--- config.mk ---
export PLATFORM = sky130hd
export DESIGN_NAME = load_store_unit
export DESIGN_NICKNAME = d
export VERILOG_FILES = /design/src/rtl/load_store_unit.sv
export SDC_FILE = /design/constraint.sdc
export NUM_CORES = 1
export LEC_CHECK = 0
export ABC_CLOCK_PERIOD_IN_PS = 3600
export CAP_MARGIN = 20
export CORE_ASPECT_RATIO = 1.1
export CORE_MARGIN = 4
export CORE_UTILIZATION = 49
export CTS_CLUSTER_DIAMETER = 50
export DETAILED_ROUTE_END_ITERATION = 12
export MAX_ROUTING_LAYER = met4
export PLACE_DENSITY_LB_ADDON = 0.12
export SLEW_MARGIN = 15
export SYNTH_ARGS = -nofsm -noshare
export SYNTH_HDL_FRONTEND = slang
export SYNTH_SLANG_ARGS = --single-unit
--- constraint.sdc ---
create_clock -name clk -period 3.6 [get_ports clk]
set_clock_uncertainty 0.15 [all_clocks]
set_input_delay 0.72 -clock clk [delete_from_list [all_inputs] [get_ports clk]]
set_output_delay 0.72 -clock clk [all_outputs]
set_load 0.02 [all_outputs]
--- src/rtl/load_store_unit.sv ---
// Handshaked load/store unit: one request at a time, alignment/size checks, big-endian
// byte-lane packing onto a variable-latency memory port with an acknowledge timeout.
module load_store_unit #(
  parameter int XLEN    = 32,
  parameter int TIMEOUT = 16
) (
  input  logic              clk,
  input  logic              rst_b,
  input  logic              req_valid,
  output logic              req_ready,
  input  logic              req_is_store,
  input  logic [1:0]        req_size,
  input  logic              req_unsigned,
  input  logic [XLEN-1:0]   req_addr,
  input  logic [XLEN-1:0]   req_wdata,
  output logic              mem_req,
  input  logic              mem_ack,
  output logic [XLEN-1:0]   mem_addr,
  output logic [XLEN/8-1:0] mem_we,
  output logic [XLEN-1:0]   mem_wdata,
  input  logic [XLEN-1:0]   mem_rdata,
  output logic              resp_valid,
  input  logic              resp_ready,
  output logic [XLEN-1:0]   resp_rdata,
  output logic [1:0]        resp_err
);

  localparam int NB   = XLEN / 8;
  localparam int OFFW = $clog2(NB);
  localparam int CNTW = (TIMEOUT < 2) ? 1 : $clog2(TIMEOUT + 1);
  localparam logic [CNTW-1:0] CNT_LAST = (TIMEOUT > 0) ? CNTW'(TIMEOUT - 1) : '0;

  localparam logic [1:0] S_IDLE   = 2'd0;
  localparam logic [1:0] S_ACCESS = 2'd1;
  localparam logic [1:0] S_RESP   = 2'd2;

  localparam logic [1:0] ERR_OK    = 2'b00;
  localparam logic [1:0] ERR_ALIGN = 2'b01;
  localparam logic [1:0] ERR_TMO   = 2'b10;
  localparam logic [1:0] ERR_SIZE  = 2'b11;

  logic [1:0]      r_state;
  logic            r_is_store;
  logic            r_unsigned;
  logic [1:0]      r_size;
  logic [OFFW-1:0] r_off;
  logic [CNTW-1:0] r_cnt;
  logic            r_mem_req;
  logic [XLEN-1:0] r_mem_addr;
  logic [NB-1:0]   r_mem_we;
  logic [XLEN-1:0] r_mem_wdata;
  logic            r_resp_valid;
  logic [XLEN-1:0] r_resp_rdata;
  logic [1:0]      r_resp_err;

  logic [OFFW-1:0] w_off;
  logic [OFFW-1:0] w_align_mask;
  logic            w_size_ok;
  logic            w_aligned;
  logic [NB-1:0]   w_pack_we;
  logic [XLEN-1:0] w_pack_wdata;
  logic [XLEN-1:0] w_ld_raw;
  logic [XLEN-1:0] w_ld_mask;
  logic [XLEN-1:0] w_ld_ext;
  logic            w_sign;
  logic            w_timeout;

  assign w_off        = req_addr[OFFW-1:0];
  assign w_size_ok    = (req_size != 2'd3) || (XLEN == 64);
  assign w_align_mask = OFFW'((1 << req_size) - 1);
  assign w_aligned    = (w_off & w_align_mask) == '0;
  assign w_timeout    = (TIMEOUT > 0) && (r_cnt == CNT_LAST);

  // Store packing: lane off+i carries byte (n-1-i) of the right-justified data, MSB first.
  always_comb begin
    w_pack_we    = '0;
    w_pack_wdata = '0;
    if (req_is_store && w_size_ok) begin
      for (int k = 0; k < NB; k++) begin
        if (k >= int'(w_off) && k < int'(w_off) + (1 << req_size)) begin
          w_pack_we[k] = 1'b1;
          w_pack_wdata[XLEN-1-8*k -: 8] =
            req_wdata[8*(int'(w_off) + (1 << req_size) - 1 - k) +: 8];
        end
      end
    end
  end

  // Load extraction: lane off becomes the most significant byte of the result.
  always_comb begin
    w_ld_raw  = '0;
    w_ld_mask = '0;
    for (int i = 0; i < NB; i++) begin
      if (i < (1 << r_size) && int'(r_off) + i < NB) begin
        w_ld_raw[8*((1 << r_size) - 1 - i) +: 8] = mem_rdata[XLEN-1-8*(int'(r_off) + i) -: 8];
        w_ld_mask[8*i +: 8] = 8'hFF;
      end
    end
  end

  assign w_sign   = ~r_unsigned & mem_rdata[XLEN-1-8*int'(r_off)];
  assign w_ld_ext = w_ld_raw | ({XLEN{w_sign}} & ~w_ld_mask);

  always_ff @(posedge clk or negedge rst_b) begin
    if (!rst_b) begin
      r_state      <= S_IDLE;
      r_is_store   <= 1'b0;
      r_unsigned   <= 1'b0;
      r_size       <= 2'd0;
      r_off        <= '0;
      r_cnt        <= '0;
      r_mem_req    <= 1'b0;
      r_mem_addr   <= '0;
      r_mem_we     <= '0;
      r_mem_wdata  <= '0;
      r_resp_valid <= 1'b0;
      r_resp_rdata <= '0;
      r_resp_err   <= ERR_OK;
    end else begin
      case (r_state)
        S_IDLE: begin
          if (req_valid) begin
            r_is_store   <= req_is_store;
            r_unsigned   <= req_unsigned;
            r_size       <= req_size;
            r_off        <= w_off;
            r_cnt        <= '0;
            r_resp_rdata <= '0;
            if (!w_size_ok) begin
              r_resp_err   <= ERR_SIZE;
              r_resp_valid <= 1'b1;
              r_state      <= S_RESP;
            end else if (!w_aligned) begin
              r_resp_err   <= ERR_ALIGN;
              r_resp_valid <= 1'b1;
              r_state      <= S_RESP;
            end else begin
              r_mem_req   <= 1'b1;
              r_mem_addr  <= {req_addr[XLEN-1:OFFW], {OFFW{1'b0}}};
              r_mem_we    <= w_pack_we;
              r_mem_wdata <= w_pack_wdata;
              r_state     <= S_ACCESS;
            end
          end
        end
        S_ACCESS: begin
          // Ack takes priority over a timeout expiring in the same cycle.
          if (mem_ack) begin
            r_mem_req    <= 1'b0;
            r_mem_we     <= '0;
            r_resp_err   <= ERR_OK;
            r_resp_valid <= 1'b1;
            r_state      <= S_RESP;
            if (!r_is_store) begin
              r_resp_rdata <= w_ld_ext;
            end
          end else if (w_timeout) begin
            r_mem_req    <= 1'b0;
            r_mem_we     <= '0;
            r_resp_err   <= ERR_TMO;
            r_resp_valid <= 1'b1;
            r_state      <= S_RESP;
          end else begin
            r_cnt <= r_cnt + 1'b1;
          end
        end
        S_RESP: begin
          if (resp_ready) begin
            r_resp_valid <= 1'b0;
            r_state      <= S_IDLE;
          end
        end
        default: begin
          r_state <= S_IDLE;
        end
      endcase
    end
  end

  assign req_ready  = (r_state == S_IDLE);
  assign mem_req    = r_mem_req;
  assign mem_addr   = r_mem_addr;
  assign mem_we     = r_mem_we;
  assign mem_wdata  = r_mem_wdata;
  assign resp_valid = r_resp_valid;
  assign resp_rdata = r_resp_rdata;
  assign resp_err   = r_resp_err;

endmodule

Word-level counts from Yosys, hierarchy flattened
Cells that the tools add are included.
W data, S select, Z words.

storage, ports and cells
  flip-flop bits (word level) = 115
  bits in latches = 0
  memory bits (writable) = 0
  ROM bits = 0
  bits of input ports = 105
  output and inout bits = 105
  logic and storage cells = 173
  memories = 0

cells by class
  $add $sub $neg = 22
  $mul = 0
  divide/modulo/power cells = 0
  order comparisons = 16
  equal/unequal tests = 14
  shift operators = 18
  multiplexer cells = 63
  bitwise operators = 7
  reduce and logical (&&, ||, !) cells = 20

operators by type and width
  kind                       number
  $mux W32                   8
  $neg A32 Y33               4
  $shift A8 B33 Y32 const A  4
  $shiftx A8 B33 Y32         4
  $lt A3 B32 Y1 const A      4
  $shiftx A32 B32 Y8         4
  $shiftx A39 B7 Y8          3
  $sub A29 B2 Y29 const B    4
  $sub A29 B3 Y29 const B    4
  $bwmux W32                 3
  $lt A32 B4 Y1 const B      3
  $and A32 B32 Y32           2
  $lt A1 B32 Y1 const A      2
  $lt A2 B32 Y1 const A      2
  $mux W8                    8
  $pmux W32 S2               1
  $shl A1 B2 Y32 const A     2
  $shiftx A39 B6 Y8          1
  $add A3 B32 Y32            1
  $not A32 Y32               1
  $or A32 B32 Y32            1
  $mux W4                    6
  $sub A5 B6 Y7 const A      3
  $mux W2                    10
  35 further kinds           75

Longest topological paths before layout
Gate-level depths: netlist of run 1.

  depth in word-level cells = 16
  gate-level depth with buffers = 16
  gate-level depth less buffers = 13

Least setup slack after synthesis of run 1
OpenSTA, ideal clock, no wires.

  path kind = input -> register
  start point = input port req_size[1]
  end point = register r_mem_wdata[14] (netlist: mem_wdata[14])
  setup time = 131 ps
  arrival time = 4137 ps
  required time = 3319 ps
  path slack = -818 ps
  cell stages on the path = 14
  buffers on the path = 4
  path through = or2_2 inv_1 ha_1 inv_1 fa_1 clkbuf_1 clkbuf_1 inv_1 ha_1 clkbuf_1 buf_2 mux4_2 inv_1 o21ai_0

between the ends
  cells in the longest elaborated chain, start to end = 7
  elaborated cells between the ends (all ways) = 15
  classes of those cells = add/sub: 4; order compare: 1; eq/ne: 1; shift: 2; mux: 2; bitwise: 1; reduce/logical: 4

ends and longest elaborated chain
  item                  line  text
  from (decl)           12    input logic [1:0] req_size,
  $shl A1 B2 Y32        83    req_wdata[8*(int'(w_off) + (1 << req_size) - 1 - k) +: 8];
  $add A3 B32 Y32       83
  $sub A29 B2 Y29       83
  $sub A29 B3 Y29       83
  $shiftx A32 B32 Y8    83
  $mux W8               80    if (k >= int'(w_off) && k < int'(w_off) + (1 << req_size)) begin
  $mux W32              78    if (req_is_store && w_size_ok) begin
  to (signal assigned)  141   r_mem_wdata <= w_pack_wdata;
  to (decl)             51    logic [XLEN-1:0] r_mem_wdata;

Several ways; a longest one is shown, not always the timed one.
A chain may end at the register's enable or synchronous reset.

Final worst setup path of run 1
  start point = input port req_size[0]
  end point = register r_mem_wdata[18] (netlist: mem_wdata[18])

between the ends
  cells in the longest elaborated chain, start to end = 7
  elaborated cells between the ends (all ways) = 15
  classes of those cells = add/sub: 4; order compare: 1; eq/ne: 1; shift: 2; mux: 2; bitwise: 1; reduce/logical: 4

ends and longest elaborated chain
  item                          line
  $shl A1 B2 Y32                83
  $add A3 B32 Y32               83
  $sub A29 B2 Y29 (2 in a row)  83
  $shiftx A32 B32 Y8            83
  $mux W8                       80
  $mux W32                      78

Several ways; a longest one is shown, not always the timed one.

==> results of run 1 <==
-- worst paths after layout --
path / start / to / slack, ns / cells past startpoint
setup / recovery: req_size[0] / mem_wdata[18] / 0.1 / 15
hold / removal: rst_b / resp_rdata[16] / 0.25 / 1
setup reg to reg: r_size[1] / resp_rdata[27] / 0.57 / 9
hold reg to reg: resp_rdata[19] / resp_rdata[19] / 0.33 / 2
max in group asynchronous: rst_b / mem_addr[16] / 2.10 / 2
min in group clk: resp_rdata[19] / resp_rdata[19] / 0.33 / 2
-- power by group --
group / internal (µW) / total (µW) / switching, µW / leakage (µW)
sequential: 1610 / 1840 / 229 / 0.00151
clock: 965 / 1630 / 662 / 0.000277
combinational: 1630 / 3440 / 1810 / 0.00258
total: 4200 / 6900 / 2700 / 0.00437
-- routing by layer --
| metal | GRT usage (%) | vias to the layer above | wire (µm) |
|---|---|---|---|
| li1 | - | 2899 | - |
| met4 | 11.1 | 0 | 716 |
| met3 | 5.76 | 66 | 1760 |
| met5 | - | - | 0 |
| met2 | 44.5 | 370 | 11400 |
| met1 | 33.2 | 3255 | 8410 |
-- sequential cells by signal, indices dropped and copies added (netlist names) --
register / count
r_size: 2
resp_rdata: 32
resp_valid: 1
r_unsigned: 1
mem_we: 4
resp_err: 2
r_cnt: 5
r_state: 2
mem_req: 1
mem_wdata: 32
r_off: 2
r_is_store: 1
mem_addr: 30
-- cell type report --
cell class                 instances  area share (%)
tap                              192            2.31
timing repair buffer             246            22.8
sequential                       115            27.7
inverter                          58            2.14
clock buffer                      17            4.09
clock inverter                    15            1.40
multi-input combinational        441            39.6
-- layout by cell type (no fill, tap or decap), types with 4 or more instances in the layout --
cell type,synthesis,routed
o21ai_0,67,58
nor2b_1,7,7
ha_4,0,4
nand3_1,4,4
inv_1,58,55
clkbuf_16,0,17
dfrtp_1,115,115
mux4_2,55,55
clkdlybuf4s50_1,0,203
buf_4,2,38
inv_6,0,7
ha_1,26,19
nand2_1,73,73
o21ai_2,0,6
nor3_1,5,4
a221o_1,8,8
a22oi_1,18,18
xor2_1,4,4
a222oi_1,6,6
nand2b_1,9,9
nand3b_1,4,4
a21oi_1,17,16
and3_1,10,10
nor2_1,14,14
a221oi_1,16,16
mux2_2,44,44
o221ai_1,8,8
-- stage by stage --
step                hold slack [ns]  cells  util [%]  power, µW
floorplan                     0.274    651         -       3970
global placement              0.313   1050      67.4       5160
detailed placement            0.317   1050      67.4       5230
CTS                           0.313   1083      71.6       6900
global route                  0.330   1084      71.9       7280
finish                        0.247   1084      71.9       6900
-- what timing repair did --
| action | in CTS | in global routing |
|---|---|---|
| cloned | 0 | 0 |
| gates resized for setup | 11 | 8 |
| pin swaps | 7 | 2 |
| setup buffers | 1 | 2 |
| endpoints found under the setup margin | 16 | 9 |
-- kinds of logic after synthesis --
kind of cell	synth area share (%)
xor+xnor	1.29
fa+ha+maj	4.77
simple gates	10.6
flops	39.7
mux	23.9
compound gates	14.4
buf+inv	5.28
other cells	0.0517
==> results by group, run 1 <==
Routing
  – WL final: between 20 and 25 mm
  – Vias/cell: 6.08
  – Initial detailed-routing violation count: 585
  – Drt wl/cell: 20.6 µm
  – DR pass1 iterations: 6
  – DRC: 0
  – Via count: 6,590
  – Remaining antenna violation count: 0

Clocking
  – Max Root-Sink Buffers: 2
  – CTS Buf Count: 17
  – Clk root buf: clkbuf_16
  – Post-CTS Hold Buffers: 0
  – CTS tree: built
  – H-tree Lvls: 4
  – Clock latency on the worst-skew pair: 0.41 ns
  – CTS clk-pin slew, worst paths: 0.06 ns
  – # clock sinks: 115

GRT
  – Total GRT Usage: 27.3%
  – Number of global-route vias before repair: 6,715
  – Largest net degree at the start of global routing: 72
  – Grt ovf: 0
  – Initial antenna violation count: 0
  – First-pass GRT wire length: 34.7 mm

Synth
  – Post-synth cell types: 53
  – Top FF cell, synth: dfrtp_1
  – Synth Register Bits: 115
  – Syn Std Cell Area: between 7000 and 8000 µm²
  – Post-synth EDFFs: 0
  – Count leader, synth: dfrtp_1
  – Post-synth top area share: between 30% and 40%
  – Cell taking the most area after synthesis: dfrtp_1
  – Synth warnings: 0
  – Top cells by area, synth: dfrtp_1 (40%), mux4_2 (17%), mux2_2 (6.8%)
  – FFs w/ async S/R, synth: 100%
  – Mean Syn Cell Area: around 11 µm²
  – Sequential share of the synthesized area: 39.7%
  – Mapped Cells: 650
  – Synth top cells by count: dfrtp_1 (115), nand2_1 (73), o21ai_0 (67), inv_1 (58), mux4_2 (55)

Timing
  – Highest Clock Rate: 0.286 GHz
  – Hold Vio Cnt, Final: 0
  – Setup tns final: 0 ns
  – PnR worst setup slack: 0.0998 ns
  – Relative slew margins: 36.9%
  – Max Slew Vio Count: 0
  – Final Cycle Share: 97.2%
  – Final setup viols: 0
  – Min cycle time layout: 3.50 ns
  – Worst-margin pin slew: about 0.95 ns

Power and ir drop
  – Peak VDD IR: 0.000452 V
  – LEAKAGE: 0.00437 µW
  – Pwr Density: about 660 nW/µm²

Die
  – Initial Util: 50.2%
  – I/O Pins: 210
  – Die Ht: roughly 140 µm
  – Die width: 124 µm
  – Core box area: 14,400 µm²
  – Placement Rows: 46
  – Die area: 16,800 µm²

Layout
  – Final nets: around 1,000
  – # fillers: between 1,000 and 1,500
  – Fraction of layout cells with a size suffix above 1: 22.8%
  – Register area: 2880 µm²
  – Post-layout instance area: ~10,000 µm²
  – Layout Area Growth over Synthesis: 43.4%
  – Antenna cells: 0
  – Multi-input logic area: a little over 4000 µm²

Worst setup path
  – Critical path capture point type: register
  – Data arrival, critical path: roughly 3.7 ns
  – Startpoint Class: input port
  – Buffers and inverters on the worst path: 5
  – Most frequent CP cell: ha_4
  – Highest-delay cell along the critical path: or4b_4
  – CP Cell Sequence: dlygate4sd2_1, or2_4, inv_2, ha_4, inv_2, fa_1, buf_6, inv_6, ha_4, ha_4, nand3b_1, a21oi_2, nor3_2, or4b_4, o21ai_2
  – Critical path fanouts, max: 8
  – Critical path's largest stage delay: 0.57 ns
  – WP data required: 3.79 ns
  – Critical path type: input port to register
  – Delay-heaviest family, CP: simple AND/OR/NAND/NOR gates

Placed design
  – Pre-CTS setup slack: -0.696 ns
  – PortBufs: 207
  – Placement Cell Area: 9740 µm²
  – Final HPWL DP: between 15 and 20 mm
  – Final GP Congestion: between 0.8 and 0.9

Min path
  – Worst hold path type: input port to async pin

Job
  – Max Cap Viol: 0

Status
  – Status: finished, final reports clean
Note: power is estimated with default switching activity, not from simulation.
==> inputs of run 2 (changes only) <==
SKIP_LAST_GASP = 1   (was default)
==> run 2 against run 1 <==
Hold slack improved by 0.0047 ns. Combinational power about the same. Critical endpoint is now mem_wdata[22]. Flip-flop and latch count did not move. First-iteration DRC count decreased by 7.0%. Wire length shrank 0.22%. Global-route usage stayed put. Critical path depth is the same. Register-to-register slack is essentially flat.
==> results by group, run 2 (synthesis results as in run 1) <==
Worst setup path
  – Critical path's largest stage delay: 0.57 ns (about the same)
  – Most frequent CP cell: ha_4 (unchanged)
  – Data arrival, critical path: 3.69 ns (about the same)
  – Highest-delay cell along the critical path: or4b_4 (unchanged)
  – Critical path capture point type: register (unchanged)
  – Critical path fanouts, max: 8 (unchanged)
  – WP data required: 3.79 ns (about the same)
  – CP Cell Sequence: dlygate4sd2_1, or2_4, inv_2, ha_4, inv_2, fa_1, buf_4, inv_6, ha_4, ha_4, nand3b_1, a21oi_2, nor3_2, or4b_4, o21ai_1 (was dlygate4sd2_1, or2_4, inv_2, ha_4, inv_2, fa_1, buf_6, inv_6, ha_4, ha_4, nand3b_1, a21oi_2, nor3_2, or4b_4, o21ai_2)
  – Critical path type: input port to register (unchanged)
  – Startpoint Class: input port (unchanged)

Timing
  – Min cycle time layout: 3.50 ns (about the same)
  – Max Slew Vio Count: 0 (unchanged)
  – Worst-margin pin slew: 0.930 ns (was 0.946 ns)
  – PnR worst setup slack: 0.0991 ns (was 0.0998 ns)
  – Final setup viols: 0 (unchanged)
  – Relative slew margins: 38.0% (was 36.9%)
  – RSZ-0062 raised after global routing: true
  – Final Cycle Share: 97.2% (about the same)
  – Highest Clock Rate: 0.286 GHz (about the same)
  – Hold Vio Cnt, Final: 0 (unchanged)

Layout
  – Final nets: 1,011 (unchanged)
  – Commonest cells after routing, fill and taps aside: clkdlybuf4s50_1 (203), dfrtp_1 (115), nand2_1 (73) (unchanged)
  – Post-layout util: 71.9% (about the same)
  – Antenna cells: 0 (unchanged)
  – Fraction of layout cells with a size suffix above 1: 22.6% (was 22.8%)
  – Final std cells w/o fill: 1,084 (unchanged)
  – Layout Area Growth over Synthesis: 43.3% (was 43.4%)
  – Post-layout instance area: 10,400 µm² (about the same)
  – Commonest non-fill, non-tap cell in the layout: clkdlybuf4s50_1 (unchanged)

Power and ir drop
  – Peak VDD IR: 0.000450 V (was 0.000452 V)
  – Pwr Density: 664 nW/µm² (about the same)
  – LEAKAGE: 0.00436 µW (was 0.00437 µW)

GRT
  – Total GRT Usage: 27.3% (unchanged)
  – Largest net degree at the start of global routing: 72 (unchanged)
  – Grt ovf: 0 (unchanged)
  – Number of global-route vias before repair: 6,715 (unchanged)
  – Initial antenna violation count: 0 (unchanged)
  – First-pass GRT wire length: 34.7 mm (unchanged)

Placed design
  – Placed cells: 1,050 (unchanged)
  – Pre-CTS setup slack: -0.696 ns (unchanged)
  – PortBufs: 207 (unchanged)
  – Final GP Congestion: 0.888 (unchanged)
  – Placement Cell Area: 9740 µm² (unchanged)
  – Final HPWL DP: 16.6 mm (unchanged)

Routing
  – Drt wl/cell: 20.5 µm (was 20.6 µm)
  – Vias/cell: 6.00 (was 6.08)
  – Remaining antenna violation count: 0 (unchanged)
  – WL final: 22.3 mm (about the same)
  – DR pass1 iterations: 5 (was 6)
  – DRC: 0 (unchanged)
  – Via count: 6,500 (was 6,590)
  – Initial detailed-routing violation count: 544 (was 585)

Clocking
  – CTS tree: built (unchanged)
  – Clk root buf: clkbuf_16 (unchanged)
  – CTS clk-pin slew, worst paths: 0.06 ns (about the same)
  – Clock latency on the worst-skew pair: 0.42 ns (was 0.41 ns)
  – # clock sinks: 115 (unchanged)
  – H-tree Lvls: 4 (unchanged)
  – CTS Buf Count: 17 (unchanged)
  – Max Root-Sink Buffers: 2 (unchanged)

Die
  – Placement Rows: 46 (unchanged)
  – Die Ht: 136 µm (unchanged)
  – I/O Pins: 210 (unchanged)
  – Core box area: 14,400 µm² (unchanged)
  – Initial Util: 50.2% (unchanged)
  – Die width: 124 µm (unchanged)
  – Die area: 16,800 µm² (unchanged)

Status
  – Status: finished, final reports clean (unchanged)

Min path
  – Worst hold path type: input port to async pin (unchanged)

Job
  – Max Cap Viol: 0 (unchanged)
==> run 2: changes by cell type in the layout (fill, tap and decap cells not counted) <==
cell,change
buf_4,+1
buf_6,-1
o21ai_1,+1
o21ai_2,-1
==> run 2: layer usage <==
metal | up-vias | wire [µm] | GRT usage, %
met1 | 3166 | 8300 | 33.2
met3 | 62 | 1860 | 5.76
met4 | 0 | 716 | 11.1
met5 | - | 0 | -
met2 | 378 | 11400 | 44.5
li1 | 2894 | - | -
==> run 2: final timing paths <==
| kind | startpoint | end | slack [ns] | depth (start not counted) |
|---|---|---|---|---|
| worst min-delay path | rst_b | resp_rdata[16] | 0.25 | 1 |
| worst max-delay path | req_size[0] | mem_wdata[22] | 0.1 | 15 |
| worst min register to register | resp_rdata[19] | resp_rdata[19] | 0.33 | 2 |
| max in group asynchronous | rst_b | mem_addr[16] | 2.11 | 2 |
| min in group clk | resp_rdata[19] | resp_rdata[19] | 0.33 | 2 |
| worst max register to register | r_size[1] | resp_rdata[26] | 0.56 | 9 |
==> run 2: timing repair <==
| action | CTS | global route |
|---|---|---|
| hold buffers | 0 | 0 |
| endpoints found under the setup margin | 16 | 9 |
| pin swaps | 7 | 2 |
| buffers inserted | 1 | 2 |
| resized for setup | 11 | 6 |
==> run 2: cell type report <==
cell class,instances,area [µm²]
timing repair buffer,246,2370
inverter,58,223
fill,1044,4060
clock inverter,15,145
multi-input combinational,441,4110
clock buffer,17,425
tap,192,240
sequential,115,2880
==> run 2: through the flow <==
step                TNS, ns  hold slack (ns)  power, µW
global route        -0.0395            0.330       7280
global placement      -9.96            0.313       5160
CTS                       0            0.313       6900
detailed placement   -13.10            0.317       5230
finish                    0            0.251       6900
floorplan             -2.12            0.274       3970
==> run 2: power breakdown <==
group,switching [µW],internal [µW]
clock,663,965
combinational,1810,1630
sequential,229,1610
==> run 2: critical path: cells and delay by family <==
| family | cells | cell delay, ns |
|---|---|---|
| and+or+nand+nor | 4 | 1.05 |
| adders and majority gates | 4 | 1.04 |
| AOI/OAI and AO/OA | 2 | 0.34 |
| buffers and inverters | 5 | 0.53 |
==> inputs of run 3 (changes only) <==
GPL_ROUTABILITY_DRIVEN = 0   (was default)
SLEW_MARGIN = 20   (was 15)
==> run 3 against run 2 <==
Final cell count decreased by 0.18%. Count of clock-buffer cells in the layout rose by 1. Utilization is 0.052 points higher. Combinational power hardly changed. Critical path depth unchanged. Hold slack worse by 0.035 ns. Clock power hardly changed. Largest cell class unchanged. Register-to-register slack worse by 0.10 ns. Wire length fell by 3.5%.
==> results by group, run 3 (synthesis results as in run 1) <==
Worst setup path
  – Data arrival, critical path: 3.68 ns (was 3.69 ns)
  – Critical path type: input port to register (unchanged)
  – Critical path's largest stage delay: 0.60 ns (was 0.57 ns)
  – WP data required: 3.79 ns (about the same)
  – Buffers and inverters on the worst path: 5 (unchanged)
  – Reg2reg start: r_size[1] (unchanged)
  – Most frequent CP cell: ha_4 (unchanged)
  – Delay-heaviest family, CP: adder cells (was simple AND/OR/NAND/NOR gates)
  – Startpoint Class: input port (unchanged)
  – Setup crit start: req_size[1] (was req_size[0])
  – CP Cell Sequence: clkdlybuf4s15_1, or2_4, inv_2, ha_4, inv_2, fa_1, buf_6, inv_6, ha_4, ha_4, nand3b_1, a21oi_2, nor3_1, or4b_4, o21ai_1 (was dlygate4sd2_1, or2_4, inv_2, ha_4, inv_2, fa_1, buf_4, inv_6, ha_4, ha_4, nand3b_1, a21oi_2, nor3_2, or4b_4, o21ai_1)
  – Highest-delay cell along the critical path: or4b_4 (unchanged)
  – Critical path fanouts, max: 8 (unchanged)
  – Critical path capture point type: register (unchanged)

Layout
  – Fraction of layout cells with a size suffix above 1: 22.5% (was 22.6%)
  – Post-layout util: 71.9% (about the same)
  – Register area: 2880 µm² (unchanged)
  – Layout Area Growth over Synthesis: 43.4% (was 43.3%)
  – # fillers: 1,003 (was 1,044)
  – Multi-input logic area: 4100 µm² (was 4110 µm²)
  – Antenna cells: 0 (unchanged)
  – Post-layout instance area: 10,400 µm² (about the same)
  – Final nets: 1,009 (was 1,011)
  – Commonest non-fill, non-tap cell in the layout: clkdlybuf4s50_1 (unchanged)
  – Commonest cells after routing, fill and taps aside: clkdlybuf4s50_1 (203), dfrtp_1 (115), nand2_1 (73) (unchanged)

Timing
  – RSZ-0062 raised after global routing: false (was true)
  – Worst-margin pin slew: 0.931 ns (was 0.930 ns)
  – Hold Vio Cnt, Final: 0 (unchanged)
  – Final Cycle Share: 96.9% (was 97.2%)
  – Relative slew margins: 37.4% (was 38.0%)
  – Max Slew Vio Count: 0 (unchanged)
  – Setup tns final: 0 ns (unchanged)
  – Final setup viols: 0 (unchanged)
  – Min cycle time layout: 3.49 ns (was 3.50 ns)
  – Highest Clock Rate: 0.287 GHz (was 0.286 GHz)

Clocking
  – # clock sinks: 115 (unchanged)
  – CTS Buf Count: 17 (unchanged)
  – Clock latency on the worst-skew pair: 0.41 ns (was 0.42 ns)
  – Post-CTS Hold Buffers: 0 (unchanged)
  – Clk root buf: clkbuf_16 (unchanged)
  – CTS tree: built (unchanged)
  – H-tree Lvls: 4 (unchanged)
  – CTS clk-pin slew, worst paths: 0.05 ns (was 0.06 ns)
  – Max Root-Sink Buffers: 2 (unchanged)

Power and ir drop
  – Net Switching: 2690 µW (was 2700 µW)
  – Clock Power Share: 24.0% (was 23.6%)
  – LEAKAGE: 0.00437 µW (was 0.00436 µW)
  – Tot Pwr: 6910 µW (was 6900 µW)
  – Internal: 4230 µW (was 4200 µW)
  – Combinational fraction of design power: 49.4% (was 49.8%)
  – Peak VDD IR: 0.000388 V (was 0.000450 V)
  – Switching share of power: 38.8% (was 39.1%)
  – Pwr Density: 665 nW/µm² (was 664 nW/µm²)
  – Sequential fraction of design power: 26.6% (about the same)

Die
  – I/O Pins: 210 (unchanged)
  – Placement Rows: 46 (unchanged)
  – Die width: 124 µm (unchanged)
  – Core box area: 14,400 µm² (unchanged)
  – Initial Util: 50.2% (unchanged)
  – Die area: 16,800 µm² (unchanged)
  – Die Ht: 136 µm (unchanged)

GRT
  – Number of global-route vias before repair: 6,609 (was 6,715)
  – Total GRT Usage: 26.4% (was 27.3%)
  – Grt ovf: 0 (unchanged)
  – First-pass GRT wire length: 33.5 mm (was 34.7 mm)
  – Largest net degree at the start of global routing: 65 (was 72)
  – Initial antenna violation count: 0 (unchanged)

Job
  – Max Cap Viol: 0 (unchanged)

Placed design
  – Placement Cell Area: 9740 µm² (about the same)
  – Final HPWL DP: 15.9 mm (was 16.6 mm)
  – PortBufs: 207 (unchanged)

Routing
  – DRC: 0 (unchanged)
  – Via count: 6,455 (was 6,500)
  – Remaining antenna violation count: 0 (unchanged)
  – DR pass1 iterations: 5 (unchanged)
  – WL final: 21.5 mm (was 22.3 mm)
  – Initial detailed-routing violation count: 587 (was 544)
  – Drt wl/cell: 19.9 µm (was 20.5 µm)
  – Vias/cell: 5.97 (was 6.00)

Status
  – Status: finished, final reports clean (unchanged)

Min path
  – Worst hold path type: input port to async pin (unchanged)
-- run 3: cell count changes in the layout (fill, tap and decap cells not counted), sizes merged --
cell,change
dlygate4sd2,-2
clkbuf,+2
clkinvlp,-1
clkdlybuf4s15,+1
buf,-2
-- run 3: final cells by class --
cell class / instances / area share [%]
well taps: 192 / 2.31
clock buffers: 18 / 4.23
multi-input cells: 441 / 39.5
inverters: 58 / 2.14
repair buffers: 244 / 22.8
clock inverters: 14 / 1.38
flip-flops and latches: 115 / 27.7
-- run 3: worst reg2reg max path: stages, from the launching register on --
cell and delay, ns:
dfrtp_1 0.45, inv_1 0.18, ha_1 0.43, inv_1 0.16
ha_1 0.22, or3b_2 0.21, nand2_1 0.06, nor4_2 0.70
a222oi_1 0.21, a22oi_1 0.25
-- run 3: metal layers --
| layer | track usage [%] | vias to the layer above | part of all wire [%] |
|---|---|---|---|
| li1 | - | 2890 | - |
| met1 | 32.5 | 3169 | 39 |
| met2 | 42.8 | 343 | 50 |
| met3 | 5.26 | 53 | 7.3 |
| met4 | 10.2 | 0 | 2.9 |
| met5 | - | - | 0 |
-- run 3: per-stage QoR --
stage	std cells	setup WS (ns)	hold slack, ns
after CTS	1081	0.141	0.248
after global routing	1082	0.00492	0.279
final	1082	0.111	0.216
after global placement	1049	-0.533	0.313
after floorplan	651	-0.243	0.274
after detailed placement	1049	-0.660	0.317
-- run 3: power by group through the flow --
stage | sequential [µW] | combinational [µW] | clock [µW]
4_1_cts | 1840 | 3400 | 1680
2_1_floorplan | 2140 | 1830 | 0
3_3_place_gp | 1840 | 3310 | 0
3_5_place_dp | 1860 | 3370 | 0
5_1_grt | 1880 | 3650 | 1750
6_report | 1840 | 3420 | 1660
-- run 3: repair_timing --
action | 4_1_cts | 5_1_grt
setup buffers | 0 | 2
pin swaps | 6 | 9
hold endpoints to repair | 0 | 0
endpoints found under the setup margin | 11 | 2
resized for setup | 12 | 7
-- run 3: path summary, 6_finish.rpt --
path	to	slack (ns)	cells past startpoint
setup / recovery	mem_wdata[19]	0.11	15
min in group clk	mem_req	0.33	2
setup reg to reg	resp_rdata[28]	0.46	9
hold reg to reg	mem_req	0.33	2
hold / removal	resp_rdata[21]	0.22	1
max in group asynchronous	resp_rdata[27]	2.21	2
